===== src/rtl/fir_xifu_wb_pkg.sv =====
// -----------------------------------------------------------------------------
// Packages shared by the FIR XIFU writeback slice.
//
// cv32e40x_pkg : the subset of X-interface types used by the writeback stage
//                (result channel and memory-result channel payloads).
// fir_xifu_pkg : XIFU-local types: instruction encoding, EX/WB bundle,
//                regfile write port, writeback FSM states and the exception
//                codes reported on a memory fault.
// -----------------------------------------------------------------------------
package cv32e40x_pkg;

    localparam int X_ID_WIDTH = 4;

    // Payload of the coprocessor result channel.
    typedef struct packed {
        logic [X_ID_WIDTH-1:0] id;
        logic [31:0]           data;
        logic [4:0]            rd;
        logic                  we;
        logic                  exc;
        logic [5:0]            exccode;
    } x_result_t;

    // Payload of the memory-result channel.
    typedef struct packed {
        logic [X_ID_WIDTH-1:0] id;
        logic [31:0]           rdata;
        logic                  err;
    } x_mem_result_t;

endpackage

package fir_xifu_pkg;

    import cv32e40x_pkg::*;

    // XIFU register file address width (8 entries).
    localparam int XRF_AW = 3;

    // Exception codes returned with a faulting load/store.
    localparam logic [5:0] EXC_LOAD_FAULT  = 6'd5;
    localparam logic [5:0] EXC_STORE_FAULT = 6'd7;

    // All-zero encoding is a pipeline bubble.
    typedef enum logic [1:0] {
        INSTR_NONE     = 2'd0,
        INSTR_XFIRDOTP = 2'd1,
        INSTR_XFIRLW   = 2'd2,
        INSTR_XFIRSW   = 2'd3
    } fir_xifu_instr_t;

    // Registered EX/WB bundle.
    typedef struct packed {
        logic [31:0]           result;  // dot product, or post-incremented address
        logic [4:0]            rs1;     // core register receiving the new address
        logic [4:0]            rs2;
        logic [XRF_AW-1:0]     rd;      // XIFU register file destination
        fir_xifu_instr_t       instr;
        logic [X_ID_WIDTH-1:0] id;
    } fir_xifu_ex2wb_t;

    // XIFU register file write port.
    typedef struct packed {
        logic              we;
        logic [XRF_AW-1:0] waddr;
        logic [31:0]       wdata;
    } fir_xifu_wb2regfile_t;

    typedef enum logic [1:0] {
        WB_IDLE     = 2'd0,
        WB_WAIT_MEM = 2'd1,
        WB_RESULT   = 2'd2
    } fir_xifu_wb_state_t;

endpackage


===== src/rtl/fir_xifu_wb_if.sv =====
// -----------------------------------------------------------------------------
// cv32e40x_if_xif : slice of the X-interface carrying the result and the
// memory-result channels.
//
// Modports
//   coproc_result     (master) : drives result_valid/result, samples result_ready
//   core_result       (slave)  : samples result_valid/result, drives result_ready
//   coproc_mem_result (slave)  : samples mem_result_valid/mem_result
//   core_mem_result   (master) : drives mem_result_valid/mem_result
// -----------------------------------------------------------------------------
interface cv32e40x_if_xif;

    import cv32e40x_pkg::*;

    logic          result_valid;
    logic          result_ready;
    x_result_t     result;

    logic          mem_result_valid;
    x_mem_result_t mem_result;

    modport coproc_result (
        output result_valid,
        output result,
        input  result_ready
    );

    modport core_result (
        input  result_valid,
        input  result,
        output result_ready
    );

    modport coproc_mem_result (
        input  mem_result_valid,
        input  mem_result
    );

    modport core_mem_result (
        output mem_result_valid,
        output mem_result
    );

endinterface


===== src/rtl/fir_xifu_wb.sv =====
// -----------------------------------------------------------------------------
// fir_xifu_wb : writeback stage of the FIR X-interface unit.
//
// Holds one instruction at a time. Dot products are written to the XIFU
// register file on entry; loads/stores wait for the matching memory result,
// loads write their data then. Every instruction finishes with one beat on
// the X-if result channel (post-incremented address for LW/SW, a plain
// completion for DOTP).
//
// Ports
//   clk_i             clock
//   rst_ni            asynchronous active-low reset
//   clear_i           synchronous flush back to IDLE
//   ex2wb_i           EX/WB register (instr==INSTR_NONE is a bubble)
//   ready_o           EX may replace ex2wb_i at the next edge
//   xif_mem_result_i  X-if memory-result channel (input)
//   xif_result_o      X-if result channel (output, result_ready is input)
//   wb2regfile_o      XIFU register file write port (one-cycle pulse)
// -----------------------------------------------------------------------------
module fir_xifu_wb
    import cv32e40x_pkg::*;
    import fir_xifu_pkg::*;
(
    input  logic                             clk_i,
    input  logic                             rst_ni,
    input  logic                             clear_i,
    input  fir_xifu_ex2wb_t                  ex2wb_i,
    output logic                             ready_o,
    cv32e40x_if_xif.coproc_mem_result        xif_mem_result_i,
    cv32e40x_if_xif.coproc_result            xif_result_o,
    output fir_xifu_wb2regfile_t             wb2regfile_o
);

    fir_xifu_wb_state_t    r_state_q;
    fir_xifu_wb_state_t    w_state_d;

    // Instruction context captured on entry
    logic [X_ID_WIDTH-1:0] r_id;
    logic [4:0]            r_rs1;
    logic [XRF_AW-1:0]     r_xrd;
    logic [31:0]           r_next_addr;
    logic                  r_is_lw;

    // Result channel registers
    logic [31:0]           r_data;
    logic [4:0]            r_rd;
    logic                  r_we;
    logic                  r_exc;
    logic [5:0]            r_exccode;

    logic                  w_bubble;
    logic                  w_mem_match;
    logic                  w_take;
    logic                  w_mem_done;
    logic                  w_ready;
    fir_xifu_wb2regfile_t  w_rf;
    logic                  w_unused_rs2;

    assign w_bubble    = (ex2wb_i.instr == INSTR_NONE);
    assign w_mem_match = xif_mem_result_i.mem_result_valid &&
                         (xif_mem_result_i.mem_result.id == r_id);

    // rs2 travels in the bundle for other stages only.
    assign w_unused_rs2 = ^ex2wb_i.rs2;

    // FSM state register
    always_ff @(posedge clk_i or negedge rst_ni) begin
        if (!rst_ni) begin
            r_state_q <= WB_IDLE;
        end else begin
            r_state_q <= w_state_d;
        end
    end

    // FSM next state and combinational outputs
    always_comb begin
        w_state_d  = r_state_q;
        w_ready    = 1'b0;
        w_rf       = '0;
        w_take     = 1'b0;
        w_mem_done = 1'b0;

        case (r_state_q)
            WB_IDLE: begin
                if (w_bubble) begin
                    w_ready = 1'b1;
                end else begin
                    w_take = 1'b1;
                    if (ex2wb_i.instr == INSTR_XFIRDOTP) begin
                        w_rf.we    = 1'b1;
                        w_rf.waddr = ex2wb_i.rd;
                        w_rf.wdata = ex2wb_i.result;
                        w_state_d  = WB_RESULT;
                    end else begin
                        w_state_d  = WB_WAIT_MEM;
                    end
                end
            end

            WB_WAIT_MEM: begin
                // Results tagged for other instructions are not ours.
                if (w_mem_match) begin
                    w_mem_done = 1'b1;
                    if (r_is_lw && !xif_mem_result_i.mem_result.err) begin
                        w_rf.we    = 1'b1;
                        w_rf.waddr = r_xrd;
                        w_rf.wdata = xif_mem_result_i.mem_result.rdata;
                    end
                    w_state_d = WB_RESULT;
                end
            end

            WB_RESULT: begin
                if (xif_result_o.result_ready) begin
                    w_ready   = 1'b1;
                    w_state_d = WB_IDLE;
                end
            end

            default: begin
                w_state_d = WB_IDLE;
            end
        endcase

        // A flush overrides every transition and suppresses the write,
        // including a memory result landing in the same cycle.
        if (clear_i) begin
            w_state_d  = WB_IDLE;
            w_rf       = '0;
            w_take     = 1'b0;
            w_mem_done = 1'b0;
        end
    end

    // Instruction context and result registers
    always_ff @(posedge clk_i or negedge rst_ni) begin
        if (!rst_ni) begin
            r_id        <= '0;
            r_rs1       <= '0;
            r_xrd       <= '0;
            r_next_addr <= '0;
            r_is_lw     <= 1'b0;
            r_data      <= '0;
            r_rd        <= '0;
            r_we        <= 1'b0;
            r_exc       <= 1'b0;
            r_exccode   <= '0;
        end else if (clear_i) begin
            r_id        <= '0;
            r_rs1       <= '0;
            r_xrd       <= '0;
            r_next_addr <= '0;
            r_is_lw     <= 1'b0;
            r_data      <= '0;
            r_rd        <= '0;
            r_we        <= 1'b0;
            r_exc       <= 1'b0;
            r_exccode   <= '0;
        end else begin
            if (w_take) begin
                // DOTP completes with an all-zero result; LW/SW overwrite
                // these fields when their memory result arrives.
                r_id        <= ex2wb_i.id;
                r_rs1       <= ex2wb_i.rs1;
                r_xrd       <= ex2wb_i.rd;
                r_next_addr <= ex2wb_i.result;
                r_is_lw     <= (ex2wb_i.instr == INSTR_XFIRLW);
                r_data      <= '0;
                r_rd        <= '0;
                r_we        <= 1'b0;
                r_exc       <= 1'b0;
                r_exccode   <= '0;
            end
            if (w_mem_done) begin
                // The core writes the post-incremented address back to rs1
                // unless the access faulted.
                r_data <= r_next_addr;
                r_rd   <= r_rs1;
                r_we   <= ~xif_mem_result_i.mem_result.err;
                r_exc  <= xif_mem_result_i.mem_result.err;
                if (xif_mem_result_i.mem_result.err) begin
                    r_exccode <= r_is_lw ? EXC_LOAD_FAULT : EXC_STORE_FAULT;
                end else begin
                    r_exccode <= '0;
                end
            end
        end
    end

    assign ready_o      = w_ready;
    assign wb2regfile_o = w_rf;

    assign xif_result_o.result_valid   = (r_state_q == WB_RESULT);
    assign xif_result_o.result.id      = r_id;
    assign xif_result_o.result.data    = r_data;
    assign xif_result_o.result.rd      = r_rd;
    assign xif_result_o.result.we      = r_we;
    assign xif_result_o.result.exc     = r_exc;
    assign xif_result_o.result.exccode = r_exccode;

endmodule


===== src/flat_wrapper.sv =====
// flat-port wrapper written by rule: the top's interface ports become plain ports
module fir_xifu_wb_flat import cv32e40x_pkg::*; import fir_xifu_pkg::*;
  (clk_i, rst_ni, clear_i, ex2wb_i, ready_o, wb2regfile_o, xif_mem_result_i_mem_result_valid, xif_mem_result_i_mem_result, xif_result_o_result_valid, xif_result_o_result, xif_result_o_result_ready);
  cv32e40x_if_xif xif_mem_result_i_i ();
  cv32e40x_if_xif xif_result_o_i ();
  input  logic clk_i;
  input  logic rst_ni;
  input  logic clear_i;
  input  fir_xifu_ex2wb_t ex2wb_i;
  output logic ready_o;
  output fir_xifu_wb2regfile_t wb2regfile_o;
  input wire logic [$bits(xif_mem_result_i_i.mem_result_valid)-1:0] xif_mem_result_i_mem_result_valid;
  input wire logic [$bits(xif_mem_result_i_i.mem_result)-1:0] xif_mem_result_i_mem_result;
  output wire logic [$bits(xif_result_o_i.result_valid)-1:0] xif_result_o_result_valid;
  output wire logic [$bits(xif_result_o_i.result)-1:0] xif_result_o_result;
  input wire logic [$bits(xif_result_o_i.result_ready)-1:0] xif_result_o_result_ready;
  assign xif_mem_result_i_i.mem_result_valid = xif_mem_result_i_mem_result_valid;
  assign xif_mem_result_i_i.mem_result = xif_mem_result_i_mem_result;
  assign xif_result_o_result_valid = xif_result_o_i.result_valid;
  assign xif_result_o_result = xif_result_o_i.result;
  assign xif_result_o_i.result_ready = xif_result_o_result_ready;
  fir_xifu_wb u_core (.clk_i(clk_i), .rst_ni(rst_ni), .clear_i(clear_i), .ex2wb_i(ex2wb_i), .ready_o(ready_o), .xif_mem_result_i(xif_mem_result_i_i), .xif_result_o(xif_result_o_i), .wb2regfile_o(wb2regfile_o));
endmodule

===== config.mk =====
export PLATFORM = sky130hd
export DESIGN_NAME = fir_xifu_wb_flat
export DESIGN_NICKNAME = d
export VERILOG_FILES = /design/src/rtl/fir_xifu_wb_pkg.sv /design/src/rtl/fir_xifu_wb_if.sv /design/src/rtl/fir_xifu_wb.sv /design/src/flat_wrapper.sv
export SDC_FILE = /design/constraint.sdc
export NUM_CORES = 1
export LEC_CHECK = 0
export BUFFER_PORTS_ARGS = -buffer_cell sky130_fd_sc_hd__clkbuf_2
export CAP_MARGIN = 20
export CORE_UTILIZATION = 47
export DETAILED_ROUTE_END_ITERATION = 8
export HOLD_SLACK_MARGIN = 0.06
export PLACE_DENSITY = 0.87
export SYNTH_ARGS = -nofsm -noshare
export SYNTH_HDL_FRONTEND = slang
export SYNTH_SLANG_ARGS = --single-unit

===== constraint.sdc =====
create_clock -name clk_i -period 4.8 [get_ports clk_i]
set_input_delay 0.24 -clock clk_i [delete_from_list [all_inputs] [get_ports clk_i]]
set_output_delay 0.24 -clock clk_i [all_outputs]
set_load 0.05 [all_outputs]

==> results.md <==
Outcome:
- The run finished with clean final reports.

STA:
- Setup repair after global routing left no endpoint under its margin.
- The relative slew slack is 39.5%.
- The hold violation count in the final report is 0.
- Setup slack closes at 1790 ps.
- The minimum clock period is 3010 ps.
- At the pin with the least slew margin, the transition time is 908 ps.
- The share of the clock period used by the worst path is a little over three fifths.
- The final setup TNS is 0 ps.
- The final count of pins violating max slew is 0.
- The setup skew after layout is 15.0 ps.
- Setup violations remaining at the end of the flow were counted as 0.
- For this run, the top clock speed supported by timing is about 330 MHz.

Drt:
- Dividing the detail-routed via count by the number of cells gives approximately 5.7.
- The pre-antenna-repair detailed-routing pass consisted of 4 iterations.
- Once detail routing completed, the nets flagged for antenna violations numbered 0.
- For this run, design rule violations remaining after detail routing come to 0.
- Dividing the detail-routed wire length by the instance count gives 17.5 um.
- The wire length on met3 is 468 um.
- The routed layout has 3021 vias.
- The first routing iteration left around 190 violations.
- The detailed-routing wirelength on met1 is just over 4000 um.
- Summed over all layers, the routed wires come to 9350 um.
- The met2 routed wirelength is roughly 4700 um.
- The top metal layer carrying routed signals is met4.

Clock tree:
- Clock tree synthesis found a total of 87 sinks.
- Counting along the longest clock path gives a buffer depth of 2.
- Buffers added to address setup during post-CTS repair amount to 0.
- The number of gates given a new drive strength after cts is 0.
- The cell sitting at the root of the clock tree is a clkbuf_8.
- Buffers inserted during clock tree synthesis total 9.
- The CTS tree is built.
- The later pin in the worst-skew pair is clocked with a latency of between 300 and 400 ps.
- The number of buffers inserted for hold repair after clock tree synthesis is 1.
- The H-tree depth is 3.
- Clock-pin slew was measured on the worst setup and hold paths at roughly 90 ps.

Power:
- Net switching is approximately 28% of the power.
- In this run the power density over the cells is ~310 nW/um2.
- The worst-case vdd ir drop is around 170 uV.
- The internal portion of the total power is about 0.0011 W.
- The analysis attributes to net switching a power of between 0.0004 and 0.0005 W.
- Power comes to approximately 0.0015 W.
- The fraction of power consumed by the clock network is about a third.
- Summed over all cells, the static leakage comes to roughly 2.6 nW.
- Combinational logic is responsible for roughly 15% of the overall power.
- Sequential cells burn a little over half of the power.

Placement:
- During placement, the flow inserted port buffers numbering around 170.
- The global placement routability congestion is roughly 0.77.
- Once detailed placement completed, the half-perimeter wirelength came to 6320 um.
- Including well taps, the total number of placed cells is a little over 500.
- The post-place instance area is approximately 4500 um2.
- OpenSTA, run right after detailed placement, puts the worst setup slack at ~2100 ps.

Logic synthesis:
- Synthesis inferred between 80 and 90 register bits.
- In this run, distinct cell masters in the synthesized netlist total 26.
- The compound-gate portion of the synthesized area is 31.0%.
- The portion of the post-synthesis area used by sequential elements is 58.9%.
- Yosys printed 0 warnings.
- The synthesized netlist devotes less than 1% of its cell area to XOR and XNOR gates.
- The multiplexer share of the synthesized area is 0%.
- Summing the areas of all fa, ha and maj instances in the mapped netlist gives 0% of the synthesized area.
- By area, the combinational part of the netlist is dominated by compound AO/OA/AOI/OAI gates.
- Each instance of the synthesized netlist takes up on average 13.6 um2.
- After synthesis the cells add up to ~3700 um2.
- Of the total synthesized cell area, the portion taken by AND, OR, NAND and NOR gates is roughly 3.3%.
- The count of mapped cells out of synthesis is ~270.

Final layout:
- The antenna diode count is 0.
- The most common library cell in the layout ignoring fill and taps is clkbuf_2.
- The sequential cell area is roughly 2200 um2.
- Fill cells in the final layout number 591.
- The library cells used most frequently in the layout, excluding fill and tap cells, are clkbuf_2 (170), dfrtp_1 (87), a22o_1 (77).
- In the final layout, the multi-input gates occupy roughly 1300 um2.
- The post-route netlist has between 50% and 60% of its cells at a drive strength greater than 1.
- The layout overhead on the synthesized area is 28.8%.
- After the last flow step, the layout net total stands at 523.
- After routing the design area is 4760 um2.
- The count of non-filler cells in the finished layout is between 500 and 600.

Floorplanning:
- Row generation in the floorplan step produced 31 rows.
- Measured along the y axis, the die boundary spans slightly above 90 um.
- 180 I/O pins were placed.
- The total core area is about 7400 um2.
- Measured along the x axis, the die boundary spans 90.7 um.
- The area enclosed by the die boundary is around 8200 um2.
- For this configuration, the core starts out at a cell density of 49.9%.

Min path:
- The startpoint of the worst hold path is ex2wb_i[4].
- The min-delay analysis places its worst path in the category in2reg.

Global routing:
- The global-route wire length before repair is around 15000 um.
- Across every metal layer, demand over resource in global routing totals a little under a quarter.
- Entering global routing, the biggest net connects 46 pins.
- The number of antenna violations at the first check in global routing was 0.
- The total congestion overflow after global routing is 0.
- The number of global-route vias before repair came to ~3000.

Critical path:
- The startpoint identified for the worst register-to-register timing path is u_core.r_id[0].
- The critical path launch point type is a flip-flop.
- The worst setup path is of the reg2out kind.
- The launch point of the worst path is u_core.r_id[0].
- For the worst setup path, the data arrival time is between 2000 and 3000 ps.
- The worst register-to-register path ends at u_core.r_data[28].
- Along the worst path, the maximum fanout reaches 19.
- The worst register-to-register path has a setup slack of around 2500 ps.
- The required time at the endpoint of the critical path is between 4000 and 5000 ps.
- For the worst flop-to-flop path, the logic depth is 5.
- The most critical setup path has its endpoint at wb2regfile_o[8].
- The worst setup path is captured at an output port.

Flow run:
- Across the run, the number of max-cap violations was 0.
-- state kept, by name, summed over array words and instances, names as in the netlist --
register / flops
u_core.r_exccode: 2
u_core.r_next_addr: 32
u_core.r_id: 4
u_core.r_xrd: 3
u_core.r_rs1: 5
u_core.r_rd: 5
u_core.r_data: 32
u_core.r_is_lw: 1
u_core.r_state_q: 2
u_core.r_we: 1
-- critical path, stage by stage (launching register included) --
cell,delay [ps]
dfrtp_1,420
xnor2_1,240
nand4_2,250
nor3_4,670
buf_4,380
a22o_1,180
clkbuf_2,270
-- synthesized netlist by cell type --
cell type | number | area, um2
a211o_1 | 1 | 8.76
a211oi_1 | 1 | 7.51
a21oi_1 | 2 | 10.0
a21oi_4 | 1 | 16.3
a22o_1 | 77 | 674
a22o_2 | 39 | 390
a32o_1 | 3 | 30.0
and3_1 | 1 | 6.26
buf_1 | 3 | 11.3
buf_2 | 10 | 50.1
buf_4 | 11 | 82.6
buf_6 | 4 | 45.0
clkbuf_1 | 4 | 15.0
conb_1 | 1 | 3.75
dfrtp_1 | 87 | 2180
inv_1 | 2 | 7.51
nand2_1 | 3 | 11.3
nand4_2 | 1 | 12.5
nor2_1 | 8 | 30.0
nor2b_1 | 2 | 12.5
nor3_2 | 1 | 10.0
nor4_1 | 1 | 6.26
nor4_4 | 1 | 21.3
o31a_1 | 1 | 8.76
or2_2 | 2 | 12.5
xnor2_1 | 4 | 35.0
-- stage by stage --
stage               utilization, %  hold slack, ps
CTS                           63.9            87.9
finish                        64.3             114
global placement              61.2             246
global route                  64.3            95.7
detailed placement            61.2             253
floorplan                        -           -55.6
-- metal layers --
metal,global-route usage [%],up-vias
met3,3.62,8
met1,31.3,1508
met2,38.8,140
li1,-,1365
met5,0,-
met4,8.74,0
-- worst min-delay path by stage --
stage          slack (ps)           endpoint  cells past startpoint
3_3_place_gp          250  u_core.r_data[18]                      1
5_1_grt               100     u_core.r_is_lw                      2
6_report              110     u_core.r_is_lw                      2
3_5_place_dp          250  u_core.r_data[18]                      1
2_1_floorplan         -60   u_core.r_data[0]                      0
4_1_cts                90     u_core.r_is_lw                      2
-- final cells by class --
class | instances | area share [%]
clock inverter | 5 | 1.23
multi-input combinational | 152 | 27.9
tap | 99 | 2.60
timing repair buffer | 178 | 19.6
clock buffer | 11 | 2.76
sequential | 87 | 45.7
inverter | 2 | 0.158
-- power by group through the flow --
stage / logic (W) / registers [W] / clock network [W]
global route: 0.000240 / 0.000793 / 0.000538
CTS: 0.000221 / 0.000788 / 0.000506
floorplan: 0.000126 / 0.000807 / 0
detailed placement: 0.000219 / 0.000803 / 0
finish: 0.000223 / 0.000789 / 0.000488
global placement: 0.000213 / 0.000800 / 0
-- logic make-up after synthesis --
| family | Yosys count |
|---|---|
| other cells | 1 |
| buf+inv | 34 |
| xor+xnor | 4 |
| simple gates | 20 |
| flops | 87 |
| compound gates | 125 |
No activity file was read; power rests on OpenSTA's default activity.
